==> config.mk <==
export PLATFORM = sky130hd
export DESIGN_NAME = ads131_spi_frame_master
export DESIGN_NICKNAME = d
export VERILOG_FILES = /design/src/rtl/ads131_spi_pkg.sv /design/src/rtl/ads131_spi_frame_master_sclk.sv /design/src/rtl/ads131_spi_frame_master.sv
export SDC_FILE = /design/constraint.sdc
export NUM_CORES = 1
export LEC_CHECK = 0
export BUFFER_PORTS_ARGS = -buffer_cell sky130_fd_sc_hd__buf_2
export CAP_MARGIN = 20
export CORE_MARGIN = 2
export CORE_UTILIZATION = 34
export CTS_CLUSTER_SIZE = 30
export DETAILED_ROUTE_END_ITERATION = 10
export GPL_TIMING_DRIVEN = 0
export PLACE_DENSITY = 0.57
export SKIP_LAST_GASP = 1
export SYNTH_ARGS = -nofsm -noshare
export SYNTH_HDL_FRONTEND = slang
export SYNTH_HIERARCHICAL = 1
export SYNTH_SLANG_ARGS = --single-unit
==> constraint.sdc <==
create_clock -name system_clock -period 3.4 [get_ports system_clock]
set_input_delay 0.17 -clock system_clock [delete_from_list [all_inputs] [get_ports system_clock]]
set_output_delay 0.17 -clock system_clock [all_outputs]
set_load 0.1 [all_outputs]
==> src/rtl/ads131_spi_pkg.sv <==
// ads131_spi_pkg: FSM states and SPI framing constants shared by the ADS131 frame master.
package ads131_spi_pkg;

    typedef enum logic [2:0] {
        ST_RST_LOW,
        ST_PWR_WAIT,
        ST_IDLE,
        ST_CS_SETUP,
        ST_SHIFT,
        ST_CS_HOLD,
        ST_CS_GAP
    } state_t;

    localparam logic CPOL = 1'b0;
    localparam logic CPHA = 1'b1;

    localparam int WORD16 = 16;
    localparam int WORD24 = 24;
    localparam int WORD32 = 32;

endpackage

==> src/rtl/ads131_spi_frame_master_sclk.sv <==
// spi_sclk_phase_gen: SCLK divider; ticks are asserted in the cycle before the edge they announce.
module spi_sclk_phase_gen
    import ads131_spi_pkg::*;
#(
    parameter int CLK_DIV = 6,
    localparam int DW = $clog2(CLK_DIV)
) (
    input  logic system_clock,
    input  logic reset_n,
    input  logic en,
    output logic sclk,
    output logic rise_tick,
    output logic fall_tick,
    output logic bit_end
);

    logic [DW-1:0] div_cnt;
    logic          ph;
    logic          wrap;

    always_comb begin
        wrap      = div_cnt == DW'(CLK_DIV - 1);
        rise_tick = en && !ph && div_cnt == '0;
        fall_tick = en && ph && div_cnt == '0;
        bit_end   = en && ph && wrap;
    end

    always_ff @(posedge system_clock or negedge reset_n) begin
        if (!reset_n) begin
            div_cnt <= '0;
            ph      <= 1'b0;
            sclk    <= CPOL;
        end else if (!en) begin
            div_cnt <= '0;
            ph      <= 1'b0;
            sclk    <= CPOL;
        end else begin
            div_cnt <= wrap ? '0 : div_cnt + 1'b1;
            ph      <= ph ^ wrap;
            sclk    <= rise_tick ? ~CPOL : fall_tick ? CPOL : sclk;
        end
    end

endmodule

==> src/rtl/ads131_spi_frame_master.sv <==
// ads131_spi_frame_master: ADS131A0x power-up sequencer and multi-word SPI mode-1 frame engine.
module ads131_spi_frame_master
    import ads131_spi_pkg::*;
#(
    parameter int WORD_BITS      = WORD24,
    parameter int NUM_WORDS      = 5,
    parameter int CLK_DIV        = 6,
    parameter int CS_SETUP       = 2,
    parameter int CS_HOLD        = 2,
    parameter int CS_GAP         = 4,
    parameter int RESET_CYCLES   = 1000,
    parameter int POWERUP_CYCLES = 5000,
    localparam int IW = NUM_WORDS > 1 ? $clog2(NUM_WORDS) : 1
) (
    input  logic                 system_clock,
    input  logic                 reset_n,
    input  logic                 frame_start,
    input  logic [WORD_BITS-1:0] cmd_word,
    output logic                 SPI_SCLK,
    output logic                 SPI_MOSI,
    input  logic                 SPI_MISO,
    output logic                 SPI_CS,
    output logic                 SPI_RESET,
    output logic [WORD_BITS-1:0] rx_word,
    output logic [IW-1:0]        rx_idx,
    output logic                 rx_valid,
    output logic                 frame_done,
    output logic                 busy,
    output logic                 init_done
);

    localparam int BW = $clog2(WORD_BITS);

    state_t               state;
    logic [31:0]          cnt;
    logic [BW-1:0]        bit_cnt;
    logic [IW-1:0]        word_cnt;
    logic [WORD_BITS-1:0] tx_sr;
    logic [WORD_BITS-2:0] rx_sr;
    logic                 sclk_en, rise_tick, fall_tick, bit_end, launch, capture, last_bit;

    // The divider runs one cycle early so the first SCLK rise lands exactly CS_SETUP clocks after CS falls.
    always_comb begin
        sclk_en  = state == ST_SHIFT || (state == ST_CS_SETUP && cnt == 32'(CS_SETUP - 1));
        launch   = CPHA ? rise_tick : fall_tick;
        capture  = CPHA ? fall_tick : rise_tick;
        last_bit = bit_cnt == BW'(WORD_BITS - 1);
    end

    spi_sclk_phase_gen #(.CLK_DIV(CLK_DIV)) u_sclk (
        .system_clock(system_clock),
        .reset_n     (reset_n),
        .en          (sclk_en),
        .sclk        (SPI_SCLK),
        .rise_tick   (rise_tick),
        .fall_tick   (fall_tick),
        .bit_end     (bit_end)
    );

    always_ff @(posedge system_clock or negedge reset_n) begin
        if (!reset_n) begin
            state      <= ST_RST_LOW;
            cnt        <= '0;
            bit_cnt    <= '0;
            word_cnt   <= '0;
            tx_sr      <= '0;
            rx_sr      <= '0;
            SPI_CS     <= 1'b1;
            SPI_MOSI   <= 1'b0;
            SPI_RESET  <= 1'b0;
            rx_word    <= '0;
            rx_idx     <= '0;
            rx_valid   <= 1'b0;
            frame_done <= 1'b0;
            busy       <= 1'b1;
            init_done  <= 1'b0;
        end else begin
            rx_valid   <= 1'b0;
            frame_done <= 1'b0;
            cnt        <= cnt + 32'd1;
            if (launch) begin
                SPI_MOSI <= tx_sr[WORD_BITS-1];
                tx_sr    <= tx_sr << 1;
            end
            if (capture) begin
                rx_sr <= {rx_sr[WORD_BITS-3:0], SPI_MISO};
                if (last_bit) begin
                    rx_word  <= {rx_sr, SPI_MISO};
                    rx_idx   <= word_cnt;
                    rx_valid <= 1'b1;
                end
            end
            case (state)
                ST_RST_LOW: if (cnt == 32'(RESET_CYCLES - 1)) begin
                    state     <= ST_PWR_WAIT;
                    SPI_RESET <= 1'b1;
                    cnt       <= '0;
                end
                ST_PWR_WAIT: if (cnt == 32'(POWERUP_CYCLES - 1)) begin
                    state     <= ST_IDLE;
                    init_done <= 1'b1;
                    busy      <= 1'b0;
                end
                ST_IDLE: if (frame_start) begin
                    state    <= ST_CS_SETUP;
                    SPI_CS   <= 1'b0;
                    busy     <= 1'b1;
                    tx_sr    <= cmd_word;
                    bit_cnt  <= '0;
                    word_cnt <= '0;
                    cnt      <= '0;
                end
                ST_CS_SETUP: if (cnt == 32'(CS_SETUP - 1)) state <= ST_SHIFT;
                ST_SHIFT: if (bit_end) begin
                    bit_cnt <= last_bit ? '0 : bit_cnt + 1'b1;
                    if (last_bit && word_cnt == IW'(NUM_WORDS - 1)) begin
                        state    <= ST_CS_HOLD;
                        SPI_MOSI <= 1'b0;
                        cnt      <= '0;
                    end else if (last_bit) begin
                        word_cnt <= word_cnt + 1'b1;
                    end
                end
                // One extra count here covers the final SCLK-low cycle that follows bit_end.
                ST_CS_HOLD: if (cnt == 32'(CS_HOLD)) begin
                    state      <= ST_CS_GAP;
                    SPI_CS     <= 1'b1;
                    frame_done <= 1'b1;
                    cnt        <= 32'd1;
                end
                // The IDLE sampling cycle is counted as the last gap clock.
                ST_CS_GAP: if (cnt >= 32'(CS_GAP - 1)) begin
                    state <= ST_IDLE;
                    busy  <= 1'b0;
                end
                default: state <= ST_RST_LOW;
            endcase
        end
    end

endmodule

==> results.md <==
* Final Slew Violations at 0
* CTS max path bufs at 2
* CTS buffer count at 17
* Vias per cell at 4.89
* Core Util, Final at 43.3%
* Final setup skew at 0.00604 ns
* Post-Syn Area at 5870 um^2
* Clock root buffer: clkbuf_16
* Sequential cell area fraction in the yosys report at 55.0%
* Leak pwr at 3.37 nW
* First-pass GRT wire length at 21.4 mm
* Worst R2R End: state[2]
* Setup crit start: cnt[17]
* Syn Area/Cell at 11.3 um^2
* Fillers at 1613
* Met2 capacity usage during global routing at 24.6%
* Routability cong. at 0.838
* Worst-margin pin slew at 0.809 ns
* CTS sink cnt at 129
* # diodes at 0
* Die height at 135 um
* Die area at 18300 um^2
* Initial core utilization at 34.3%
* Share of synthesized registers carrying an async set or reset at 100%
* Hold_ws at 0.0983 ns
* Setup TNS at 0 ns
* Worst hold path class: in2reg
* WS Path Type: reg2reg
* Critical register-to-register path startpoint: cnt[17]
* Clock latency on the worst-skew pair at 0.42 ns
* Post-synthesis xor/xnor area fraction at 4.62%
* Adder-cell area share of the yosys netlist at 2.13%
* Dominant cell type by area after synthesis: dfrtp_1
* Placed cell count at 809
* Core outline area at 17100 um^2
* Final #Nets at 671
* Number of synthesis warnings at 6
* Cell Pwr Density at 458 nW/um^2
* FF-to-FF path depth at 12
* ANT nets after route at 0
* Worst setup path end: state[2]
* FP Rows at 48
* Largest family of logic cells by synthesized area: simple AND/OR/NAND/NOR gates
* Pre-Repair DR Iteration Count at 4
* Netlist cell types at 51
* CP Max Fanout at 6
* CTS H-tree depth at 4
* Synth Area in Compound Gates at 6.39%
* GRT Total Usage at 14.7%
* CTS tree: done
* Max Cap Viol at 0
* Synth Instances at 521
* Status: completed
* Number of synthesized flops with an enable pin at 0
* Layout cells sized above 1 at 26.0%
* WL/cell at 14.4 um
* WL final at 12.5 mm
* Residual DRC count at 0
* Synth Area in Simple Gates at 15.3%
* Max-slew headroom at 45.7%
* Top post-synthesis cells by area: dfrtp_1, mux2_2, mux2i_1
* Multiplexer share of the synthesized area at 14.2%
* Reg2reg setup slack at 0.23 ns
* GRT overflow at 0
* I/O Buffers at 62
* Final hold viol count at 0
* Fin cells at 871
* Setup-failing EPs final at 0
* Gr busiest metal: met2
* Mapped Nets at 559
* Largest net degree at the start of global routing at 78
* CP Launch Type: register
* Critical Path AT at 3.47 ns
* Area Growth Syn to Fin at 26.3%
* Grt met1 use at 18.3%
* I/O Pins at 63
* Worst-path clk slew at 0.05 ns
* Main flop type after synthesis: dfrtp_1
* Vias in the first global route at 4341
* Detailed Route Iter0 Violations at 189
* Met3 Use GR at 3.74%
* Via count at 4259
* Most frequent cells after synthesis: dfrtp_1, nand2_1, mux2_2
* Die width at 135 um
* Initial antenna violation count at 0
* Post-synthesis sequential element count at 129
* Cell with the most instances after synthesis: dfrtp_1
* Post-DP HPWL at 8.57 mm
* Fin crit share at 93.4%
* Post-route minimum period at 3.17 ns
* CP required at 3.70 ns
* CP endpoint kind: register
* Maximum VDD drop at 340 uV
* Share of the synthesized area in the top cell type at 54.1%
* Max Fclk at 315 MHz
[metal layers]
metal / part of all wire, % / wire length [um]
met1: 45 / 5700
met3: 3.0 / 379
met4: 1.5 / 184
met2: 50 / 6270
met5: 0 / 0
[power by group]
part | switching, mW | internal, mW | leakage [nW]
Sequential | 0.000227 | 1.54 | 1.64
Clock | 0.650 | 1.13 | 0.279
Combinational | 0.0441 | 0.0354 | 1.45
Total | 0.694 | 2.71 | 3.37
[worst min path at each step]
stage               slack (ns)          end         from  cells past startpoint
finish                     0.1       SPI_CS  frame_start                      3
global route              0.08         busy  frame_start                      3
CTS                       0.08       SPI_CS  frame_start                      3
detailed placement        0.16  rx_word[16]      reset_n                      1
global placement          0.38     tx_sr[8]  cmd_word[8]                      3
floorplan                -0.13     SPI_MOSI      reset_n                      0
[cell type report]
| cell class | count | area [um^2] | area share (%) |
|---|---|---|---|
| sequential | 129 | 3230 | 43.6 |
| multi-input combinational | 357 | 2530 | 34.1 |
| timing repair buffer | 93 | 634 | 8.55 |
| clock buffer | 23 | 478 | 6.45 |
| tap | 225 | 282 | 3.80 |
| clock inverter | 9 | 106 | 1.43 |
| buffer | 22 | 104 | 1.40 |
| inverter | 13 | 48.8 | 0.658 |
[critical path: stages (launching register included)]
cell and delay [ns]:
dfrtp_1 0.45, nor4_2 0.33, nand2_1 0.18, nor4_4 0.33
nand2_1 0.15, o21ai_4 0.20, nand2_1 0.09, nor2_1 0.16
and4_2 0.28, o32a_1 0.13, o31ai_1 0.13, nor4_4 0.27
mux2_1 0.36
[what timing repair did]
item / in CTS / in global routing
resized for setup: 4 / 17
hold buffers: 26 / 0
pin swaps: 1 / 4
setup endpoints to repair: 102 / 98
hold endpoints to repair: 78 / 0
buffers inserted: 1 / 3
[flip-flops by register name, summed over array words and instances (netlist names), 3 cells and up]
signal / flops
bit_cnt: 5
rx_sr: 23
rx_idx: 3
state: 3
word_cnt: 3
tx_sr: 24
rx_word: 24
cnt: 32
u_sclk/div_cnt: 3
[placed cells by master (no fill, tap or decap), types with 7 or more instances in the layout]
cell and instances:
inv_1 13, dlygate4sd3_1 26, nand2_1 52, clkbuf_16 17, xnor2_1 13, mux2_2 48
nand3_1 15, nand4_1 10, buf_2 62, o21ai_0 37, xor2_1 18, nor2_1 46
a21oi_1 8, ha_1 10, dfrtp_1 127, clkbuf_1 17, mux2i_1 27, and3_1 7
[per-stage QoR]
stage                     power [mW]  setup WS [ns]  cell area (um^2)
after floorplan                 1.57          0.263              5870
after global placement          1.62         -0.506              6460
after detailed placement        1.62         -0.555              6500
after CTS                       3.44        0.00103              7350
after global routing            3.53       -0.00439              7420
final                           3.40          0.226              7420
[cells by family after synthesis]
logic type | Yosys count
and+or+nand+nor | 175
AOI/OAI and AO/OA | 64
xor gates and xnor gates | 31
adders and majority gates | 10
muxes | 77
buffers and inverters | 35
DFF | 129
No activity file was read; power rests on OpenSTA's default activity.
